<file path="config.mk">
export PLATFORM = sky130hd
export DESIGN_NAME = down_counter
export DESIGN_NICKNAME = d
export VERILOG_FILES = /design/src/rtl/down_counter.sv
export SDC_FILE = /design/constraint.sdc
export NUM_CORES = 1
export LEC_CHECK = 0
export ABC_AREA = 1
export CAP_MARGIN = 15
export CORE_AREA = 2 2 39 41
export DETAILED_ROUTE_END_ITERATION = 12
export DIE_AREA = 0 0 41 43
export PLACE_DENSITY = 0.35
export SYNTH_ARGS = -nofsm -noshare
export SYNTH_HDL_FRONTEND = slang
export SYNTH_SLANG_ARGS = --single-unit
</file>
<file path="constraint.sdc">
create_clock -name clk -period 2.97 [get_ports clk]
set_clock_uncertainty 0.1 [all_clocks]
set_input_delay 0.297 -clock clk [delete_from_list [all_inputs] [get_ports clk]]
set_output_delay 0.297 -clock clk [all_outputs]
set_load 0.01 [all_outputs]
</file>
<file path="src/rtl/down_counter.sv">
// Free-running down counter with combinational terminal count and a registered wrap pulse.
// q steps once per clk edge with no stall or backpressure; DOWN_COUNTER_SATURATE_EN holds q at zero instead of wrapping.
module down_counter #(
  parameter int unsigned      WIDTH     = 4,
  parameter logic [WIDTH-1:0] RESET_VAL = {WIDTH{1'b1}}
) (
  input  logic             clk,
  input  logic             reset,
  output logic [WIDTH-1:0] q,
  output logic             tc,
  output logic             wrap
);

  logic [WIDTH-1:0] cnt_q, cnt_d;
  logic             wrap_q, wrap_d;
  logic             at_zero;

  assign at_zero = (cnt_q == '0);

  always_comb begin
    cnt_d  = cnt_q - WIDTH'(1);
    wrap_d = at_zero;
`ifdef DOWN_COUNTER_SATURATE_EN
    // Zero is sticky until the next reset, so there is never a rollover to flag.
    wrap_d = 1'b0;
    if (at_zero) begin
      cnt_d = cnt_q;
    end
`endif
  end

  always_ff @(posedge clk or posedge reset) begin
    if (reset) begin
      cnt_q  <= RESET_VAL;
      wrap_q <= 1'b0;
    end else begin
      cnt_q  <= cnt_d;
      wrap_q <= wrap_d;
    end
  end

  assign q    = cnt_q;
  assign tc   = at_zero;
  assign wrap = wrap_q;

endmodule

</file>
==> impl_metrics.yaml, run 1 <==
logic_synthesis:
  ys_ff_latch: 5
  synth.area.top_cells: "dfstp_2 53%, dfrtp_1 13%, inv_1 9.4%"
  syn_nets: 21
  synth_top_cell_by_area: "dfstp_2"
  ys_seq_area_share_pct: 65.0
  synth_cells: 18
  syn_area_um2: 200
  synth_top_area_share_pct: 52.5
  synth_cell_types: 9
  syn_avg_cell_area_um2: 11.1
  yosys_warnings: 0
worst_setup_path:
  max_stage_delay_ps: 590
  crit_path_max_fanout: 4
  ff2ff_path_depth: 3
  cp.arrival_ps: 1780
  crit_path_end_kind: "primary output"
  path_class: "register to primary output"
  worstPathCellList: "inv_1 > ha_1 > nor3b_1 > clkdlybuf4s50_1"
  critPathRequiredTime_ps: 2570
  rr_startpoint: "q[0]$_DFF_PP1_"
  path_buf_inv: 2
  crit_family: "buffers and inverters"
  worst_setup_path_start_kind: "register"
  r2r_end: "wrap$_DFF_PP0_"
  r2r_slack_ps: 1770
  slowest_stage: "clkdlybuf4s50_1"
grt:
  grt_pass1_wl_um: 724
  grtUsageTotal_pct: 7.06
  grt_start_max_net_pins: 6
  grt_antenna_before_repair: 0
  grt_pass1_vias: 155
  gr-total-overflow: 0
clocking:
  cts_tree: "done"
  clk_pin_slew_worst_paths_ps: 50
  root_buffer: "clkbuf_4"
  cts_buffers: 3
  htree_levels: 1
  postCtsSetupRepairBufs: 0
  cts.sinks: 5
  cts_hold_buf: 0
  post_cts_resized: 0
  clkLatencyLatePin_ps: 240
  cts.path.max_buffers: 2
sta:
  hold_violations: 0
  rsz0062_at_grt: "false"
  tns_ps: 0
  finalSetupViolations: 0
  finalMaxSlewViolations: 0
  slew_headroom_pct: 82.0
  period_minus_slack_ps: 2180
  setup_ws_ps: 792
  worst_pin_slew_ps: 269
  fin_crit_sh_pct: 73.3
  fmax_mhz: 459
power_and_ir_drop:
  p_int_uw: 121
  p_comb_share_pct: 1.7
  power_leakage_nw: 0.154
  seqPwrFrac_pct: 44.9
  total_power_uw: 153
  p_clk_share_pct: 53.4
  ir_drop_uv: 167
  power_density_mw_per_mm2: 483
  p_switching_uw: 32.1
  p_sw_share_pct: 21.0
place:
  dp_cells: 41
  io_buffers: 7
  hpwlAfterDp_um: 291
  place_ws_ps: 1050
  place.gp.congestion: 0.620
floorplanning:
  start_util_pct: 14.5
  die_w_um: 41
  core_area_mm2: 0.00138
  rows: 14
  boundaryPins: 8
  die_h_um: 43
  fp.dieArea_mm2: 0.00176
layout:
  stdcell_count: 45
  syn_to_final_growth_pct: 58.1
  nets: 33
  n_antenna_cell: 0
  utilization_pct: 22.9
  final_cell_mix: "7 x clkdlybuf4s50_1, 5 x inv_1, 4 x dfstp_2"
  layout_commonest_cell: "clkdlybuf4s50_1"
  drive_above_1_share_pct: 27.6
detailed_routing:
  vias: 157
  final_antenna_net_count: 0
  detail_route.wl_per_cell_um: 9.27
  first_pass_iters: 4
  drc: 0
  drt-total-wl_um: 417
  via_per_inst: 3.49
  drtIter0Drc: 11
outcome:
  outcome: "finished, final reports clean"
flow_run:
  cap_violations: 0
worst_hold_path:
  min_path_type: "input port to async pin"
per-stage QoR:
step,hold WS (ps),instance area [um2]
2_1_floorplan,-27.4,200
4_1_cts,152,317
3_3_place_gp,369,290
5_1_grt,171,317
6_report,154,317
3_5_place_dp,380,290
routing by layer:
layer,part of all wire [%],track usage [%],vias to the layer above
met5,0,0,-
met4,1.2,8.00,0
met3,9.6,4.71,2
met2,49,7.81,6
met1,40,7.82,76
li1,-,-,73
registers in the layout, indices dropped and copies added (netlist names):
signal,flops
q,4
wrap,1
power groups by stage:
stage	Clock [mW]	Combinational [mW]	Sequential [mW]
final	0.0817	0.00262	0.0686
after floorplan	0	0.00106	0.0694
after CTS	0.0862	0.00276	0.0685
after global placement	0	0.00279	0.0694
after detailed placement	0	0.00272	0.0694
after global routing	0.0929	0.00308	0.0684
kinds of logic after synthesis:
kind of cell,after synthesis,synth area share [%]
xor gates and xnor gates,1,4.38
adders and majority gates,1,6.25
buffers and inverters,5,9.38
DFF,5,65.0
and+or+nand+nor,6,15.0
worst max path at each step:
stage | start | to | slack (ps) | cells past startpoint
2_1_floorplan | q[0]$_DFF_PP1_ | tc | 1570 | 3
3_3_place_gp | q[0]$_DFF_PP1_ | tc | 1080 | 4
3_5_place_dp | q[0]$_DFF_PP1_ | tc | 1050 | 4
4_1_cts | q[0]$_DFF_PP1_ | tc | 770 | 4
5_1_grt | q[0]$_DFF_PP1_ | tc | 570 | 4
6_report | q[0]$_DFF_PP1_ | tc | 790 | 4
cell type report:
cell class | instances | area [um2]
Tap cell | 16 | 20.0
Multi-Input combinational cell | 8 | 51.3
Sequential cell | 5 | 130
Inverter | 5 | 18.8
Clock buffer | 4 | 26.3
Fill cell | 148 | 1070
Timing Repair Buffer | 7 | 70.1
synth_stat cells:
master	count
inv_1	5
dfstp_2	4
nand2_1	3
dfrtp_1	1
ha_1	1
nand3_1	1
nor2_2	1
nor3b_1	1
xor2_1	1
(Power assumes the default switching activity.)
==> inputs of run 2 (changes only) <==
==> constraint.sdc (replaced) <==
create_clock -name clk -period 2.2 [get_ports clk]
set_clock_uncertainty 0.1 [all_clocks]
set_input_delay 0.22 -clock clk [delete_from_list [all_inputs] [get_ports clk]]
set_output_delay 0.22 -clock clk [all_outputs]
set_load 0.01 [all_outputs]
==> impl_metrics.yaml, run 2 (synthesized netlist as in run 1, its figures left out) <==
clocking:
  post_cts_resized: 0
  clk_pin_slew_worst_paths_ps: 50
  root_buffer: "clkbuf_4"
  htree_levels: 1
  postCtsSetupRepairBufs: 0
  cts_hold_buf: 0
  cts.path.max_buffers: 2
  cts_tree: "done"
  cts.sinks: 5
  cts_buffers: 3
  clkLatencyLatePin_ps: 250
place:
  dp_cells: 41
  place.gp.congestion: 0.610
  io_buffers: 7
layout:
  drive_above_1_share_pct: 31.0
  final_cell_mix: "7 x clkdlybuf4s50_1, 5 x inv_1, 4 x dfstp_2"
  layout_commonest_cell: "clkdlybuf4s50_1"
  stdcell_count: 45
  syn_to_final_growth_pct: 60.6
  nets: 33
  n_antenna_cell: 0
  fillCellCount: 151
  largest_register_ffs: 4
worst_setup_path:
  max_stage_delay_ps: 520
  crit_path_end_kind: "primary output"
  crit_path_max_fanout: 4
  path_buf_inv: 2
  slowest_stage: "dfstp_2"
  worst_setup_path_start_kind: "register"
  r2r_slack_ps: 1000
  critPathRequiredTime_ps: 1880
  path_class: "register to primary output"
  worstPathCellList: "inv_1 > ha_1 > nor3b_2 > clkdlybuf4s50_1"
  crit_family: "buffers and inverters"
  cp.arrival_ps: 1710
sta:
  slew_headroom_pct: 87.1
  finalSetupViolations: 0
  whs_ps: 73.2
  finalMaxSlewViolations: 0
  hold_violations: 0
  worst_pin_slew_ps: 194
  tns_ps: 0
  rsz0062_at_grt: "false"
  fmax_mhz: 494
  period_minus_slack_ps: 2030
  fin_crit_sh_pct: 92.1
detailed_routing:
  drt-total-wl_um: 407
  via_per_inst: 3.36
  first_pass_iters: 4
  detail_route.wl_per_cell_um: 9.04
  final_antenna_net_count: 0
  drc: 0
  vias: 151
  drtIter0Drc: 8
grt:
  grt_pass1_wl_um: 648
  grt_antenna_before_repair: 0
  grt_pass1_vias: 150
  gr-total-overflow: 0
  grt_start_max_net_pins: 6
  grtUsageTotal_pct: 6.65
floorplanning:
  start_util_pct: 14.5
  core_area_mm2: 0.00138
  die_w_um: 41
  fp.dieArea_mm2: 0.00176
  die_h_um: 43
  boundaryPins: 8
  rows: 14
power_and_ir_drop:
  power_leakage_nw: 0.154
  power_density_mw_per_mm2: 643
  ir_drop_uv: 227
worst_hold_path:
  min_path_type: "input port to async pin"
flow_run:
  cap_violations: 0
outcome:
  outcome: "finished, final reports clean"
==> run 2: cell counts in the layout (fill, tap and decap cells not counted) <==
Identical to the previous run, type by type.
==> run 2: final timing paths <==
kind | start | end | cells after the start
max | q[0]$_DFF_PP1_ | tc | 4
max reg2reg | q[0]$_DFF_PP1_ | wrap$_DFF_PP0_ | 3
min in group clk | q[3]$_DFF_PP1_ | q[3]$_DFF_PP1_ | 2
max in group asynchronous | reset | q[1]$_DFF_PP1_ | 2
min reg2reg | q[3]$_DFF_PP1_ | q[3]$_DFF_PP1_ | 2
min | reset | wrap$_DFF_PP0_ | 2
==> run 2: final cells by class <==
class | count | area, um2 | area share [%]
tap | 16 | 20.0 | 6.23
multi-input combinational | 8 | 56.3 | 17.5
inverter | 5 | 18.8 | 5.84
sequential | 5 | 130 | 40.5
timing repair buffer | 7 | 70.1 | 21.8
clock buffer | 4 | 26.3 | 8.17
==> run 2: metal layers <==
| metal | part of all wire [%] | vias up | track usage [%] |
|---|---|---|---|
| li1 | - | 73 | - |
| met1 | 41 | 74 | 6.84 |
| met2 | 51 | 4 | 6.56 |
| met3 | 7.6 | 0 | 4.71 |
| met4 | 0 | 0 | 10.0 |
| met5 | 0 | - | 0 |
==> run 2: report_power, final <==
group | leakage [nW] | internal, mW | switching [mW]
sequential | 0.0509 | 0.0926 | 0
combinational | 0.0884 | 0.00166 | 0.00191
clock | 0.0150 | 0.0688 | 0.0418
total | 0.154 | 0.163 | 0.0437
==> run 2: through the flow <==
stage                     total power, mW  util [%]  instance area (um2)  setup WS (ps)
after floorplan                    0.0952         -                  200            879
after global placement             0.0975      21.0                  290            402
after detailed placement           0.0974      21.0                  290            402
after CTS                           0.214      22.9                  317            120
after global routing                0.220      23.2                  322           38.1
final                               0.207      23.2                  322            174
==> run 2: worst reg2reg max path, stage by stage, from the launching register on <==
cell,delay (ps)
dfstp_2,520
inv_1,80
ha_1,230
nor3b_2,170
==> inputs of run 3 (changes only) <==
--- a/config.mk
+++ b/config.mk
@@ -8,6 +8,7 @@
 export ABC_AREA = 1
 export CAP_MARGIN = 15
 export CORE_AREA = 2 2 39 41
+export CTS_BUF_LIST = sky130_fd_sc_hd__clkbuf_4 sky130_fd_sc_hd__clkbuf_8
 export DETAILED_ROUTE_END_ITERATION = 12
 export DIE_AREA = 0 0 41 43
 export PLACE_DENSITY = 0.35
==> impl_metrics.yaml, run 3 (synthesized netlist as in run 1, its figures left out) <==
place:
  dp_cells: 41
  io_buffers: 7
  place.gp.congestion: 0.610
  place_area_um2: 290
sta:
  slew_headroom_pct: 87.1
  worst_pin_slew_ps: 194
  tns_ps: 0
  fin_crit_sh_pct: 92.1
  hold_violations: 0
  period_minus_slack_ps: 2030
  finalSetupViolations: 0
  rsz0062_at_grt: "false"
  finalMaxSlewViolations: 0
  fmax_mhz: 494
layout:
  fillCellCount: 149
  largest_register_ffs: 4
  nets: 33
  design_area_um2: 325
  final_cell_mix: "7 x clkdlybuf4s50_1, 5 x inv_1, 4 x clkbuf_4, 4 x dfstp_2, 3 x nand2_1"
  stdcell_count: 45
  n_antenna_cell: 0
  layout_commonest_cell: "clkdlybuf4s50_1"
  drive_above_1_share_pct: 34.5
  syn_to_final_growth_pct: 62.5
grt:
  grtUsageTotal_pct: 6.65
  grt_pass1_wl_um: 648
  grt_start_max_net_pins: 6
  gr-total-overflow: 0
  grt_pass1_vias: 150
  grt_antenna_before_repair: 0
power_and_ir_drop:
  p_switching_uw: 43.4
  power_density_mw_per_mm2: 672
  seqPwrFrac_pct: 42.3
  p_clk_share_pct: 56.0
  power_leakage_nw: 0.158
  p_int_uw: 175
  p_comb_share_pct: 1.6
  ir_drop_uv: 228
  p_sw_share_pct: 19.8
floorplanning:
  die_h_um: 43
  fp.dieArea_mm2: 0.00176
  die_w_um: 41
  core_area_mm2: 0.00138
  rows: 14
  boundaryPins: 8
  start_util_pct: 14.5
worst_setup_path:
  worst_setup_path_start_kind: "register"
  crit_path_end_kind: "primary output"
  critPathRequiredTime_ps: 1880
  crit_path_max_fanout: 4
  path_class: "register to primary output"
  cp.arrival_ps: 1710
outcome:
  outcome: "finished, final reports clean"
clocking:
  htree_levels: 1
  root_buffer: "clkbuf_4"
  clk_pin_slew_worst_paths_ps: 50
  cts_buffers: 3
  clkLatencyLatePin_ps: 250
  postCtsSetupRepairBufs: 0
  cts_tree: "done"
  cts.path.max_buffers: 2
  cts.sinks: 5
detailed_routing:
  via_per_inst: 3.36
  final_antenna_net_count: 0
  met2_length_um: 208
  detail_route.wl_per_cell_um: 9.00
  dr.max_layer_used: "met3"
  drtIter0Drc: 8
  met1Wirelength_um: 166
  dr_wl_met3_um: 31
  first_pass_iters: 4
  drc: 0
  drt-total-wl_um: 405
  vias: 151
flow_run:
  cap_violations: 0
worst_hold_path:
  min_path_type: "input port to async pin"
run 3: cell counts in the layout (fill, tap and decap cells not counted):
No cell type changed its count.
run 3: power groups by stage:
stage | Clock, mW | Sequential, mW | Combinational (mW)
after floorplan | 0 | 0.0937 | 0.00143
after global placement | 0 | 0.0937 | 0.00377
after detailed placement | 0 | 0.0937 | 0.00367
after CTS | 0.130 | 0.0925 | 0.00373
after global routing | 0.136 | 0.0924 | 0.00424
final | 0.123 | 0.0926 | 0.00357
run 3: area by class of cell:
class	instances	area (um2)	area share, %
Timing Repair Buffer	7	70.1	21.5
Sequential cell	5	130	40.0
Clock buffer	4	30.0	9.23
Inverter	5	18.8	5.77
Multi-Input combinational cell	8	56.3	17.3
Tap cell	16	20.0	6.15
run 3: path summary, 6_finish.rpt:
path | endpoint | slack, ps | cells past startpoint | startpoint
hold / removal | wrap$_DFF_PP0_ | 70 | 2 | reset
max in group asynchronous | q[1]$_DFF_PP1_ | 1680 | 2 | reset
min in group clk | q[3]$_DFF_PP1_ | 390 | 2 | q[3]$_DFF_PP1_
setup reg to reg | wrap$_DFF_PP0_ | 1000 | 3 | q[0]$_DFF_PP1_
hold reg to reg | q[3]$_DFF_PP1_ | 390 | 2 | q[3]$_DFF_PP1_
setup / recovery | tc | 170 | 4 | q[0]$_DFF_PP1_
run 3: routing by layer:
layer	track usage, %	vias to the layer above
li1	-	73
met1	6.84	74
met2	6.56	4
met3	4.71	0
met4	10.0	0
met5	0	-
run 3: critical path, stage by stage (launching register included):
cell and delay, ps:
dfstp_2 520, inv_1 80, ha_1 230, nor3b_2 170, clkdlybuf4s50_1 470
run 3: what timing repair did:
action                                  in CTS  in global routing
endpoints found under the setup margin       0                  1
hold buffers                                 0                  0
gates resized for setup                      0                  1
endpoints found under the hold margin        0                  0
run 3: through the flow:
stage          utilization [%]  hold WS (ps)  power (mW)  setup WS [ps]
2_1_floorplan                -          -104      0.0952            879
3_3_place_gp              21.0           341      0.0975            402
3_5_place_dp              21.0           333      0.0974            402
4_1_cts                   23.1          71.6       0.226            120
5_1_grt                   23.5           105       0.233           38.1
6_report                  23.5          73.9       0.219            174
